### config.mk
export PLATFORM = sky130hd
export DESIGN_NAME = sophon_img_loader_flat
export DESIGN_NICKNAME = d
export VERILOG_FILES = /design/src/rtl/sophon_img_loader_pkg.sv /design/src/rtl/sophon_img_loader_if.sv /design/src/rtl/sophon_img_loader_asm.sv /design/src/rtl/sophon_img_loader.sv /design/src/flat_wrapper.sv
export SDC_FILE = /design/constraint.sdc
export NUM_CORES = 1
export LEC_CHECK = 0
export BUFFER_PORTS_ARGS = -buffer_cell sky130_fd_sc_hd__buf_2
export CAP_MARGIN = 15
export CORE_MARGIN = 2
export CORE_UTILIZATION = 51
export DETAILED_ROUTE_END_ITERATION = 10
export PLACE_DENSITY = 0.87
export SYNTH_ARGS = -nofsm -noshare
export SYNTH_HDL_FRONTEND = slang
export SYNTH_SLANG_ARGS = --single-unit
### constraint.sdc
create_clock -name clk_i -period 2.6 [get_ports clk_i]
set_clock_uncertainty 0.05 [all_clocks]
set_input_delay 0.13 -clock clk_i [delete_from_list [all_inputs] [get_ports clk_i]]
set_output_delay 0.13 -clock clk_i [all_outputs]
set_load 0.005 [all_outputs]
### src/rtl/sophon_img_loader_pkg.sv
// Shared types for the boot-image loader: FSM state encoding, abort codes
// and the byte width of each frame header field.
package sophon_img_loader_pkg;

  localparam int LDR_HDR_BYTES = 4;

  typedef enum logic [2:0] {
    ST_HDR_BASE,
    ST_HDR_LEN,
    ST_DATA,
    ST_WRITE,
    ST_CSUM,
    ST_DONE,
    ST_ERROR
  } loader_state_e;

  typedef enum logic [2:0] {
    ERR_NONE    = 3'd0,
    ERR_ALIGN   = 3'd1,
    ERR_LENGTH  = 3'd2,
    ERR_BUS     = 3'd3,
    ERR_TIMEOUT = 3'd4,
    ERR_CSUM    = 3'd5
  } loader_err_e;

endpackage

### src/rtl/sophon_img_loader_if.sv
// Byte-stream input and core ext-access bus seen by the boot-image loader.
interface sophon_stream_if;
  logic       s_valid_i;
  logic [7:0] s_data_i;
  logic       s_ready_o;

  modport master (output s_valid_i, output s_data_i, input  s_ready_o);
  modport slave  (input  s_valid_i, input  s_data_i, output s_ready_o);
endinterface

interface sophon_ext_if #(parameter int AW = 32);
  logic          ext_req_o;
  logic          ext_we_o;
  logic [AW-1:0] ext_addr_o;
  logic [AW-1:0] ext_wdata_o;
  logic          ext_ack_i;
  logic          ext_error_i;

  modport master (output ext_req_o, output ext_we_o, output ext_addr_o, output ext_wdata_o,
                  input  ext_ack_i, input  ext_error_i);
  modport slave  (input  ext_req_o, input  ext_we_o, input  ext_addr_o, input  ext_wdata_o,
                  output ext_ack_i, output ext_error_i);
endinterface

### src/rtl/sophon_img_loader_asm.sv
// Little-endian 4-byte word assembler with a running 8-bit frame checksum.
// Outputs are look-ahead values that include the byte accepted this cycle.
module sophon_img_loader_asm
  import sophon_img_loader_pkg::*;
(
  input  logic        clk_i,
  input  logic        rst_i,
  input  logic        i_clr,
  input  logic        i_byte_vld,
  input  logic [7:0]  i_byte,
  output logic [31:0] o_word_nxt,
  output logic        o_last,
  output logic [7:0]  o_csum_nxt
);
  localparam int CW = $clog2(LDR_HDR_BYTES);

  logic [CW-1:0] r_cnt;
  logic [31:0]   r_word;
  logic [7:0]    r_csum;

  // New bytes enter at the top so byte 0 ends up in bits 7:0 after four shifts.
  assign o_word_nxt = {i_byte, r_word[31:8]};
  assign o_last     = i_byte_vld && (r_cnt == CW'(LDR_HDR_BYTES - 1));
  assign o_csum_nxt = r_csum + i_byte;

  always_ff @(posedge clk_i) begin
    if (rst_i || i_clr) begin
      r_cnt  <= '0;
      r_word <= '0;
      r_csum <= '0;
    end else if (i_byte_vld) begin
      r_cnt  <= r_cnt + 1'b1;
      r_word <= o_word_nxt;
      r_csum <= o_csum_nxt;
    end
  end

endmodule

### src/rtl/sophon_img_loader.sv
// Boot-image loader: parses a BASE/N/PAYLOAD/CSUM byte frame, writes each word
// over the core ext access port and releases core soft reset once verified.
//   state    | meaning
//   HDR_BASE | collecting 4-byte load base
//   HDR_LEN  | collecting 4-byte word count
//   DATA     | collecting next payload word
//   WRITE    | ext write outstanding, stream stalled
//   CSUM     | waiting for checksum byte
//   DONE     | image verified, core released
//   ERROR    | aborted, err_code_o valid
module sophon_img_loader
  import sophon_img_loader_pkg::*;
#(
  parameter int AW          = 32,
  parameter int MAX_WORDS   = 16384,
  parameter int ACK_TIMEOUT = 1024
) (
  input  logic           clk_i,
  input  logic           rst_i,
  sophon_stream_if.slave s,
  sophon_ext_if.master   ext,
  input  logic           restart_i,
  output logic           rst_soft_no,
  output logic [AW-1:0]  bootaddr_o,
  output logic           done_o,
  output logic           err_o,
  output logic [2:0]     err_code_o
);
  localparam int WLW = $clog2(MAX_WORDS + 1);
  localparam int TW  = $clog2(ACK_TIMEOUT + 1);

  loader_state_e r_state;
  loader_err_e   r_code;
  logic          r_s_ready, r_req, r_we, r_rst_soft_n, r_done, r_err;
  logic [AW-1:0] r_addr, r_wdata, r_bootaddr;
  logic [WLW-1:0] r_words_left;
  logic [TW-1:0] r_tmo;

  logic          w_acc, w_last, w_restart;
  logic [AW-1:0] w_word;
  logic [7:0]    w_csum;

  assign w_acc     = s.s_valid_i && r_s_ready;
  assign w_restart = restart_i && (r_state == ST_DONE || r_state == ST_ERROR);

  sophon_img_loader_asm u_asm (
    .clk_i      (clk_i),
    .rst_i      (rst_i),
    .i_clr      (w_restart),
    .i_byte_vld (w_acc),
    .i_byte     (s.s_data_i),
    .o_word_nxt (w_word),
    .o_last     (w_last),
    .o_csum_nxt (w_csum)
  );

  always_ff @(posedge clk_i) begin
    if (rst_i) begin
      r_state      <= ST_HDR_BASE;
      r_code       <= ERR_NONE;
      r_s_ready    <= 1'b1;
      r_req        <= 1'b0;
      r_we         <= 1'b0;
      r_addr       <= '0;
      r_wdata      <= '0;
      r_bootaddr   <= '0;
      r_rst_soft_n <= 1'b0;
      r_done       <= 1'b0;
      r_err        <= 1'b0;
      r_words_left <= '0;
      r_tmo        <= '0;
    end else begin
      unique case (r_state)
        ST_HDR_BASE: if (w_last) begin
          if (w_word[1:0] != 2'b00) begin
            r_state   <= ST_ERROR;
            r_err     <= 1'b1;
            r_code    <= ERR_ALIGN;
            r_s_ready <= 1'b0;
          end else begin
            r_addr     <= w_word;
            r_bootaddr <= w_word;
            r_state    <= ST_HDR_LEN;
          end
        end
        ST_HDR_LEN: if (w_last) begin
          if (w_word > AW'(MAX_WORDS)) begin
            r_state   <= ST_ERROR;
            r_err     <= 1'b1;
            r_code    <= ERR_LENGTH;
            r_s_ready <= 1'b0;
          end else begin
            r_words_left <= w_word[WLW-1:0];
            r_state      <= (w_word == '0) ? ST_CSUM : ST_DATA;
          end
        end
        ST_DATA: if (w_last) begin
          r_wdata   <= w_word;
          r_req     <= 1'b1;
          r_we      <= 1'b1;
          r_tmo     <= '0;
          r_s_ready <= 1'b0;
          r_state   <= ST_WRITE;
        end
        ST_WRITE: begin
          if (ext.ext_ack_i) begin
            r_req <= 1'b0;
            r_we  <= 1'b0;
            if (ext.ext_error_i) begin
              r_state <= ST_ERROR;
              r_err   <= 1'b1;
              r_code  <= ERR_BUS;
            end else begin
              r_addr       <= r_addr + AW'(4);
              r_words_left <= r_words_left - 1'b1;
              r_s_ready    <= 1'b1;
              r_state      <= (r_words_left == WLW'(1)) ? ST_CSUM : ST_DATA;
            end
          end else if (r_tmo == TW'(ACK_TIMEOUT - 1)) begin
            // Final cycle of the ack window: req has been high ACK_TIMEOUT cycles.
            r_req   <= 1'b0;
            r_we    <= 1'b0;
            r_state <= ST_ERROR;
            r_err   <= 1'b1;
            r_code  <= ERR_TIMEOUT;
          end else begin
            r_tmo <= r_tmo + 1'b1;
          end
        end
        ST_CSUM: if (w_acc) begin
          r_s_ready <= 1'b0;
          if (w_csum == 8'h00) begin
            r_state      <= ST_DONE;
            r_done       <= 1'b1;
            r_rst_soft_n <= 1'b1;
          end else begin
            r_state <= ST_ERROR;
            r_err   <= 1'b1;
            r_code  <= ERR_CSUM;
          end
        end
        ST_DONE, ST_ERROR: if (w_restart) begin
          r_state      <= ST_HDR_BASE;
          r_done       <= 1'b0;
          r_err        <= 1'b0;
          r_code       <= ERR_NONE;
          r_rst_soft_n <= 1'b0;
          r_s_ready    <= 1'b1;
        end
        default: r_state <= ST_HDR_BASE;
      endcase
    end
  end

  assign s.s_ready_o     = r_s_ready;
  assign ext.ext_req_o   = r_req;
  assign ext.ext_we_o    = r_we;
  assign ext.ext_addr_o  = r_addr;
  assign ext.ext_wdata_o = r_wdata;
  assign rst_soft_no     = r_rst_soft_n;
  assign bootaddr_o      = r_bootaddr;
  assign done_o          = r_done;
  assign err_o           = r_err;
  assign err_code_o      = r_code;

endmodule

### src/flat_wrapper.sv
// flat-port wrapper written by rule: the top's interface ports become plain ports
module sophon_img_loader_flat import sophon_img_loader_pkg::*;
#(
  parameter int AW          = 32,
  parameter int MAX_WORDS   = 16384,
  parameter int ACK_TIMEOUT = 1024
)
  (clk_i, rst_i, restart_i, rst_soft_no, bootaddr_o, done_o, err_o, err_code_o, s_s_valid_i, s_s_data_i, s_s_ready_o, ext_ext_req_o, ext_ext_we_o, ext_ext_addr_o, ext_ext_wdata_o, ext_ext_ack_i, ext_ext_error_i);
  sophon_stream_if s_i ();
  sophon_ext_if #(.AW(AW)) ext_i ();
  input  logic clk_i;
  input  logic rst_i;
  input  logic restart_i;
  output logic rst_soft_no;
  output logic [AW-1:0] bootaddr_o;
  output logic done_o;
  output logic err_o;
  output logic [2:0] err_code_o;
  input wire logic [$bits(s_i.s_valid_i)-1:0] s_s_valid_i;
  input wire logic [$bits(s_i.s_data_i)-1:0] s_s_data_i;
  output wire logic [$bits(s_i.s_ready_o)-1:0] s_s_ready_o;
  output wire logic [$bits(ext_i.ext_req_o)-1:0] ext_ext_req_o;
  output wire logic [$bits(ext_i.ext_we_o)-1:0] ext_ext_we_o;
  output wire logic [$bits(ext_i.ext_addr_o)-1:0] ext_ext_addr_o;
  output wire logic [$bits(ext_i.ext_wdata_o)-1:0] ext_ext_wdata_o;
  input wire logic [$bits(ext_i.ext_ack_i)-1:0] ext_ext_ack_i;
  input wire logic [$bits(ext_i.ext_error_i)-1:0] ext_ext_error_i;
  assign s_i.s_valid_i = s_s_valid_i;
  assign s_i.s_data_i = s_s_data_i;
  assign s_s_ready_o = s_i.s_ready_o;
  assign ext_ext_req_o = ext_i.ext_req_o;
  assign ext_ext_we_o = ext_i.ext_we_o;
  assign ext_ext_addr_o = ext_i.ext_addr_o;
  assign ext_ext_wdata_o = ext_i.ext_wdata_o;
  assign ext_i.ext_ack_i = ext_ext_ack_i;
  assign ext_i.ext_error_i = ext_ext_error_i;
  sophon_img_loader #(.AW(AW), .MAX_WORDS(MAX_WORDS), .ACK_TIMEOUT(ACK_TIMEOUT)) u_core (.clk_i(clk_i), .rst_i(rst_i), .s(s_i), .ext(ext_i), .restart_i(restart_i), .rst_soft_no(rst_soft_no), .bootaddr_o(bootaddr_o), .done_o(done_o), .err_o(err_o), .err_code_o(err_code_o));
endmodule
* After elaboration in Yosys (flattened, before gate mapping)
Index checks and enable logic that the tools add are counted.
** Storage, ports and cells
- Register bits :: 174
- Output and inout port bits :: 105
- Bits of input ports :: 14
- Logic and storage cells :: 139
** Cells by class
- Reduce and logical (&&, ||, !) cells :: 26
- Bitwise operators :: 1
- Add/subtract/negate cells :: 5
- Mux-type cells :: 66
- Equal/unequal tests :: 26
- $lt $le $gt $ge :: 1
** Operators by type and width (count)
- $mux W32 :: 4
- $pmux W32 S2 :: 1
- $mux W3 :: 21
- $mux W15 :: 4
- $mux W11 :: 3
- $add A32 B3 Y32 const B :: 1
- $gt A32 B15 Y1 const B :: 1
- $logic_not A32 Y1 :: 1
- $pmux W15 S2 :: 1
- $mux W1 :: 24
- $ne A2 B2 Y1 const B :: 12
- $pmux W11 S2 :: 1
- $reduce_and A10 Y1 :: 2
- $pmux W3 S6 :: 1
- $eq A15 B1 Y1 const B :: 1
- $pmux W3 S5 :: 1
- $sub A15 B1 Y15 const B :: 1
- $add A11 B1 Y11 const B :: 1
- $eq A11 B10 Y1 const B :: 1
- $reduce_and A5 Y1 :: 2
- $reduce_bool A2 Y1 :: 5
- $eq A3 B3 Y1 const B :: 3
- $add A8 B8 Y8 :: 1
- $logic_not A8 Y1 :: 1
- 22 further kinds :: 31

* Longest topological paths before layout
Gate-level depths: netlist of run 1.
- Word-level depth :: 5
- Mapped depth :: 10
- Mapped depth without buffers :: 9

* By module
A second synthesis of run 1 with hierarchy kept.
** Second synthesis, totals
- Cells, all modules :: 1003
- Area, all modules :: 8119.0 um^2
** By module, submodules not included
- sophon_img_loader :: cells each 838, seq. area each 2642.5 um^2, instances 1, area each 6515.0 um^2
- sophon_img_loader_asm :: cells each 165, seq. area each 680.7 um^2, instances 1, area each 1604.0 um^2

* Worst setup path after synthesis of run 1
Ideal clock, no wire load.
- Path type :: reg2reg
- From :: register u_core.u_asm.r_csum[0]
- To :: register u_core.r_code[0], in the netlist u_core.err_code_o[0]
- Library setup time :: 0.119 ns
- Buffers on the path :: 0
- Slack :: 0.182 ns
- Data required time :: 2.431 ns
- Stages on the path, launching flop included :: 10
- Data arrival time :: 2.249 ns
- Clock period less this slack :: 2.418 ns
- Path through :: dfxtp_1 > ha_1 > fa_1 > a211oi_1 > o21bai_1 > a21oi_1 > xnor2_1 > nand4b_1 > o21ba_2 > o221a_2
** Between the ends
- Cells in the longest elaborated chain, start to end :: 4
** Ends and longest elaborated chain
- start, declared :: line sophon_img_loader_asm.sv:19 : logic [7:0] r_csum;
- start signal, assigned :: line sophon_img_loader_asm.sv:34 : r_csum <= o_csum_nxt;
- $add A8 B8 Y8 :: line sophon_img_loader_asm.sv:24 : assign o_csum_nxt = r_csum + i_byte;
- $logic_not A8 Y1 :: line sophon_img_loader.sv:132 : if (w_csum == 8'h00) begin
- $ne A2 B2 Y1 (no source line)
- $reduce_and A10 Y1 (no source line)
- end signal, assigned :: line sophon_img_loader.sv:125 : r_code <= ERR_TIMEOUT;
- end signal, assigned :: line sophon_img_loader.sv:139 : r_code <= ERR_CSUM;
- end signal, assigned :: line sophon_img_loader.sv:146 : r_code <= ERR_NONE;
- end, declared :: line sophon_img_loader.sv:33 : loader_err_e r_code;
Every way passes these cells.
A chain may end at the register's enable or synchronous reset.

* Final worst setup path of run 1
- From :: input s_s_data_i[1]
- To :: register u_core.r_code[0], in the netlist u_core.err_code_o[0]
** Between the ends
- Cells in the longest elaborated chain, start to end :: 4
- Elaborated cells on any way between the ends :: 6
- Those cells by class :: 1 x add/sub; 1 x order compare; 2 x eq/ne; 2 x reduce/logical
** Ends and longest elaborated chain
- start, declared :: line flat_wrapper.sv:20 : input wire logic [$bits(s_i.s_data_i)-1:0] s_s_data_i;
- $add A8 B8 Y8 :: line sophon_img_loader_asm.sv:24
- $logic_not A8 Y1 :: line sophon_img_loader.sv:132
- $ne A2 B2 Y1 (no source line)
- $reduce_and A10 Y1 (no source line) (*)
Every way passes the cells marked *; elsewhere a longest branch is shown, timed or not.

==> metrics.txt, run 1 <==
diodes inserted 0; CTS tree built; Worst path slowest cell dlygate4sd3_1; CP Capture Type register; status finished clean; routed len/inst 17.09 µm; setup violators final 0; Post-synth top flop dfxtp_1; area grow syn2layout 19.46%; Post-synth EDFFs 0; Lkg Pwr 3.638 nW; width of the die 127.1 µm; Worst VDD drop slightly above 600 µV; register area share after synthesis 43.01%; GRT Overall Usage 27.73%; Rel. slew slack between 60% and 70%; Worst Tran Pin Value 0.5638 ns; commonest non-fill, non-tap cell in the layout nand2_1; Synth Area per Inst 7.568 µm²; number of clock sinks 166; layout cells sized above 1 18.44%; Final Slew Violations 0; DP Wirelength 15410 µm; routability cong. 0.9246; CTS root buffer clkbuf_16; vias post-DR 8023; vias per cell 6.041; final wirelength 22690 µm; TNS Setup 0 ns; DRT iter0 DRCs 1020; grt total ovfl 0; top cells by area, synth dfxtp_1 (43%), nand2_1 (13%), a21oi_1 (8.9%); CP Max Fanout 7; Core ar. 14640 µm²; die area roughly 16000 µm²; maxcap violations 0; cells after synthesis 1021; initial antenna violation count 0; row cnt 44; async set-reset flop share out of synthesis 0%; number of global-route vias before repair roughly 7300; IO Count 119; crit-path max cell delay 0.54 ns; post-synthesis cell area 7727 µm²; DRT Pass-1 Iters 5; Final min period around 2.5 ns; Finished Core Util 63.04%; count of buffers from port buffering 118; Syn Nets 1048; Seq cells post-synth 166; synth unique cells 62; CP Data Required Time 2.87 ns; Hold Path Class in2reg; PD cells 578.6 nW/µm²; unrepaired setup endpoints after global routing false; Synth top area share 43.01%; nets 1158; largest net degree at the start of global routing 54; DRC Markers 0; DRT antenna net count 0; Clock Path Buffers 2; Worst Path Arrival roughly 2.7 ns; most frequent cells in the layout nand2_1 (259), dfxtp_1 (166), a21oi_1 (138), buf_2 (117), nor2_1 (65); Max H-tree Level 4; clk slew on worst S/H paths 0.06 ns; Ys Warns 0; crit-path cells dlygate4sd3_1, buf_2, ha_1, a211oi_1, o31ai_2, o221ai_1, o31a_1, nand4b_1, o21ba_2, o221a_2; Fmax roughly 400 MHz; largest area contributor in the netlist dfxtp_1; Final Hold Viols 0; clk_lat worst skew 0.43 ns; Num CTS Buffers 17; kind of critical path in2reg; CP Launch Type input port; first-pass GRT wire length 36270 µm; Die Ht 127.1 µm; Initial Utilization 52.77%; period utilisation layout approximately 95%
-- synthesized netlist by cell type, types with 3 or more instances --
master    instances
buf_1             4
xnor2_1           8
and3_1           13
nand2b_1          5
a211oi_1         15
a32o_1            5
nor2b_1           3
nand4b_1          3
clkbuf_1         56
nand2_1         259
or2_2             3
o41ai_1           4
o21a_1            4
nor2_1           66
a22oi_1          14
o22ai_1           7
nand3b_1          4
xor2_1            6
o221a_2           3
a31oi_1           6
nand3_1          30
o31ai_1          12
o211ai_1          3
and2_1            6
nor3_1           34
ha_1             12
o21ai_0          46
nand4_1           5
dfxtp_1         166
o21ba_2           3
inv_1            10
buf_2             7
clkbuf_2          3
a21oi_1         138
or3_1             6
nor4_1           11
a21o_1            4
-- layout make-up --
type	instances	area (µm²)
Timing Repair Buffer	163	983.4
Tap cell	184	230.2
Fill cell	1239	5413
Clock inverter	13	98.84
Inverter	10	37.54
Sequential cell	166	3323
Multi-Input combinational cell	773	4105
Clock buffer	19	452.9
-- stage by stage --
stage,worst slack (ns),cell area [µm²],cells,power [mW],hold slack (ns)
after floorplan,0.1819,7727,1021,2.887,0.2160
after global placement,0.07183,8602,1290,2.994,0.3856
after detailed placement,0.02441,8602,1290,3.005,0.3933
after CTS,0.01251,9214,1328,5.331,0.01246
after global routing,0.01616,9231,1328,5.496,0.01568
final,0.1403,9231,1328,5.341,0.02481
-- state kept, by name (all words and copies together), names as in the netlist, 3 cells and up --
register	count
u_core.err_code_o	3
u_core.r_tmo	11
u_core.r_state	3
u_core.ext.ext_addr_o	32
u_core.r_words_left	15
u_core.ext.ext_wdata_o	32
u_core.bootaddr_o	32
u_core.u_asm.r_csum	8
u_core.u_asm.r_word	24
-- power by group --
group / switching [mW] / leakage [nW] / internal [mW] / total, mW
combinational: 0.223 / 2.03 / 0.132 / 0.355
clock: 1.09 / 0.266 / 1.28 / 2.37
sequential: 0.0394 / 1.34 / 2.58 / 2.62
total: 1.35 / 3.64 / 3.99 / 5.34
-- repair_timing --
item,4_1_cts,5_1_grt
setup buffers,0,0
endpoints found under the setup margin,0,5
gates resized for setup,0,4
hold endpoints to repair,16,0
hold buffers,6,0
-- worst max-delay path, delay by kind of cell --
family / cells / cell delay, ns
AO/OA/AOI/OAI: 6 / 1.42
AND/OR/NAND/NOR: 1 / 0.16
buffers and inverters: 2 / 0.72
adder cells (fa/ha/maj): 1 / 0.30
-- kinds of logic after synthesis --
family | synth area share (%)
buffers and inverters | 4.242
and+or+nand+nor | 26.39
adders and majority gates | 2.202
xor gates and xnor gates | 1.587
DFF | 43.01
AOI/OAI and AO/OA | 22.30
muxes | 0.2753
-- final timing paths --
check                    startpoint                 endpoint  slack [ns]  cells after the start
min reg2reg   u_core.bootaddr_o[26]    u_core.bootaddr_o[26]        0.40                      2
min                   s_s_data_i[7]  u_core.u_asm.r_word[31]        0.02                      3
max reg2reg  u_core.u_asm.r_csum[0]     u_core.err_code_o[0]        0.14                      9
max                   s_s_data_i[1]     u_core.err_code_o[0]        0.14                     10
-- metal layers --
metal	global-route usage, %	vias to the layer above	wire (µm)
met5	0	-	0
met4	10.92	0	719
met3	5.611	55	2192
met2	44.43	437	10470
met1	36.96	3726	9310
li1	-	3805	-
(Power assumes the default switching activity.)
==> run 2, diff against run 1 <==
- CORE_UTILIZATION: 51 -> 52
- PLACE_DENSITY: 0.87 -> 0.88
- SYNTH_HIERARCHICAL: default -> 1
==> metrics.txt, run 2 <==
status finished, violations left; failing checks setup timing; largest area contributor in the netlist dfxtp_1; initial antenna violation count 0; Lkg Pwr 3.995 nW; Hold Path Class in2reg; # fillers 1190; Worst VDD drop 474.0 µV; most common cell in the synthesized netlist nand2_1; GRT Overall Usage 29.92%; placed instance area 9173 µm²; setup violators final 5; dpl cells 1299; number of global-route vias before repair about 7700; Worst R2R End u_core/err_code_o[2]; met3 WL ~2400 µm; DRT iter0 DRCs 1170; TNS Setup -0.2157 ns; Fmax around 370 MHz; cell mode on critical path buf_4; register area share after synthesis between 40% and 50%; Synth Area per Inst 8.095 µm²; CP Max Fanout 4; area grow syn2layout 21.22%; kind of critical path reg2reg; crit-path leading delay family compound AO/OA/AOI/OAI gates; CP Data Required Time 2.89 ns; unrepaired setup endpoints after global routing true; Net Sw Frac 25.90%; Post-synth EDFFs 0; pre-CTS setup slack -0.2002 ns; routability cong. 0.9388; crit-path max cell delay 0.35 ns; Rel. slew slack around 44%; Synth top cells by count nand2_1 (190), dfxtp_1 (166), a21oi_1 (119); Synth top area share approximately two fifths; Hold Path Cell Cnt 2; hold endpoint u_core/ext.ext_wdata_o[19]; DRT antenna net count 0; Worst Path Arrival 2.99 ns; maxcap violations 0; vias per cell 6.389; top layer in use met4; synth unique cells 81; Finished Core Util 64.74%; first-pass GRT wire length between 30000 and 40000 µm; number of clock sinks between 150 and 200; count of buffers from port buffering 118; final worst slack -0.09918 ns; diodes inserted 0; Final min period roughly 2.7 ns; Worst Tran Pin Value 0.8391 ns; row cnt 45; grt total ovfl 0; layout cells sized above 1 23.32%; async set-reset flop share out of synthesis 0%; PD cells 566.6 nW/µm²; width of the die 129.0 µm; CTS root buffer clkbuf_16; Post-synth top flop dfxtp_1; vias post-DR 8517; Worst path slowest cell fa_2; reg-to-reg setup timing slack -0.1 ns; total power ~5.6 mW; Core ar. 15200 µm²; Syn Nets 1030; Final Hold Viols 0; Seq. cell area 3324 µm²; Clock Path Buffers 2; Initial Utilization between 50% and 60%; nets 1160; top cells by area, synth dfxtp_1 (41%), nand2_1 (8.8%), a21oi_1 (7.3%); final wirelength 25140 µm; most frequent cells in the layout nand2_1 (190), dfxtp_1 (165), buf_2 (117), a21oi_1 (117), buf_4 (71); combinational power share 9.3%; area of the multi-input gates 4521 µm²; R2R cell count 12; commonest non-fill, non-tap cell in the layout nand2_1; clk_lat worst skew about 0.44 ns; CP Capture Type register; r2r startpoint u_core/u_asm/r_csum[0]; DRC Markers 0; P_int 4.133 mW; Final Slew Violations 0; post-route insts no fill approximately 1300; CTS tree built; Num CTS Buffers 17; WL met2 11650 µm; CP bufs+invs 2; Seq pwr share 47.2%; post-synthesis cell area 8119 µm²; cells after synthesis 1003; largest net degree at the start of global routing 43; cell area after layout 9842 µm²; DP Wirelength ~17000 µm; Seq cells post-synth 166; period utilisation layout 103.8%; Max H-tree Level 4; hold_ws 0.04260 ns; Switch Pwr 1.444 mW; die area 16630 µm²; routed len/inst ~19 µm; clk slew on worst S/H paths 0.07 ns; crit-path cells ha_4, fa_2, a21o_2, a21oi_2, buf_4, xnor2_2, nor4_2, buf_4, nand4_1, o31a_1, and3_4, a311oi_2; CP Launch Type register; Metal-1 WL just over 10000 µm; IO Count about 120; Ys Warns 6; Clk pwr share 43.5%; Die Ht around 130 µm; DRT Pass-1 Iters 6; hold_sp rst_i
run 2: changes by cell type after synthesis, sizes merged, moves of 7 or more:
cell | before | now
nor3 | 34 | 24
nand2 | 261 | 190
o21ai | 48 | 39
nand4 | 5 | 19
a211oi | 15 | 6
or3 | 7 | 14
a31oi | 6 | 18
or4 | 2 | 15
buf | 13 | 27
o32ai | 0 | 13
mux2i | 1 | 36
a21oi | 138 | 121
run 2: how the worst max path moves through the flow:
| stage | start | end | depth (start not counted) |
|---|---|---|---|
| final | u_core/u_asm/r_csum[0] | u_core/err_code_o[2] | 12 |
| after floorplan | u_core/u_asm/r_csum[0] | u_core/err_code_o[2] | 13 |
| after CTS | u_core/u_asm/r_csum[0] | u_core/err_code_o[2] | 12 |
| after detailed placement | u_core/u_asm/r_csum[0] | u_core/err_code_o[2] | 13 |
| after global routing | u_core/u_asm/r_csum[0] | u_core/err_code_o[2] | 13 |
| after global placement | u_core/u_asm/r_csum[0] | u_core/err_code_o[2] | 13 |
run 2: kinds of logic (layout without fill, tap and decap cells):
logic type / count (synthesis) / in the layout / synth area share, %
AND/OR/NAND/NOR: 421 / 421 / 25.04
AO/OA/AOI/OAI: 267 / 267 / 21.67
flip-flops: 166 / 166 / 40.93
buffers and inverters: 91 / 233 / 4.854
multiplexers: 36 / 36 / 4.438
adder cells (fa/ha/maj): 13 / 13 / 2.096
XOR/XNOR: 9 / 9 / 0.9709
run 2: area by class of cell:
cell class              count  share of cell area, %
multi-input cells         746                  45.93
flip-flops and latches    166                  33.78
repair buffers            191                  11.87
clock buffers              18                  4.361
well taps                 188                  2.390
clock inverters            13                  1.246
inverters                  11                 0.4195
run 2: what timing repair did:
action | CTS | global route
hold buffers | 1 | 0
pin swaps | 6 | 3
hold endpoints to repair | 1 | 0
setup endpoints to repair | 4 | 7
gates resized for setup | 8 | 9
buffers inserted | 0 | 2
run 2: routing by layer:
| metal | GRT usage (%) | vias up |
|---|---|---|
| li1 | - | 3897 |
| met1 | 39.92 | 4023 |
| met2 | 46.34 | 513 |
| met3 | 6.861 | 84 |
| met4 | 13.55 | 0 |
| met5 | 0 | - |
run 2: power groups by stage:
stage                     registers [mW]  logic, mW  clock network, mW
after floorplan                     2.67      0.298                  0
after global placement              2.68      0.445                  0
after detailed placement            2.68      0.458                  0
after CTS                           2.63      0.474               2.44
after global routing                2.63      0.553               2.54
final                               2.63      0.521               2.42
run 2: worst register-to-register path, cell delays in order (launching register included):
cell	delay, ns
dfxtp_2	0.34
ha_4	0.16
fa_2	0.35
a21o_2	0.21
a21oi_2	0.17
buf_4	0.14
xnor2_2	0.07
nor4_2	0.27
buf_4	0.17
nand4_1	0.10
o31a_1	0.14
and3_4	0.21
a311oi_2	0.22
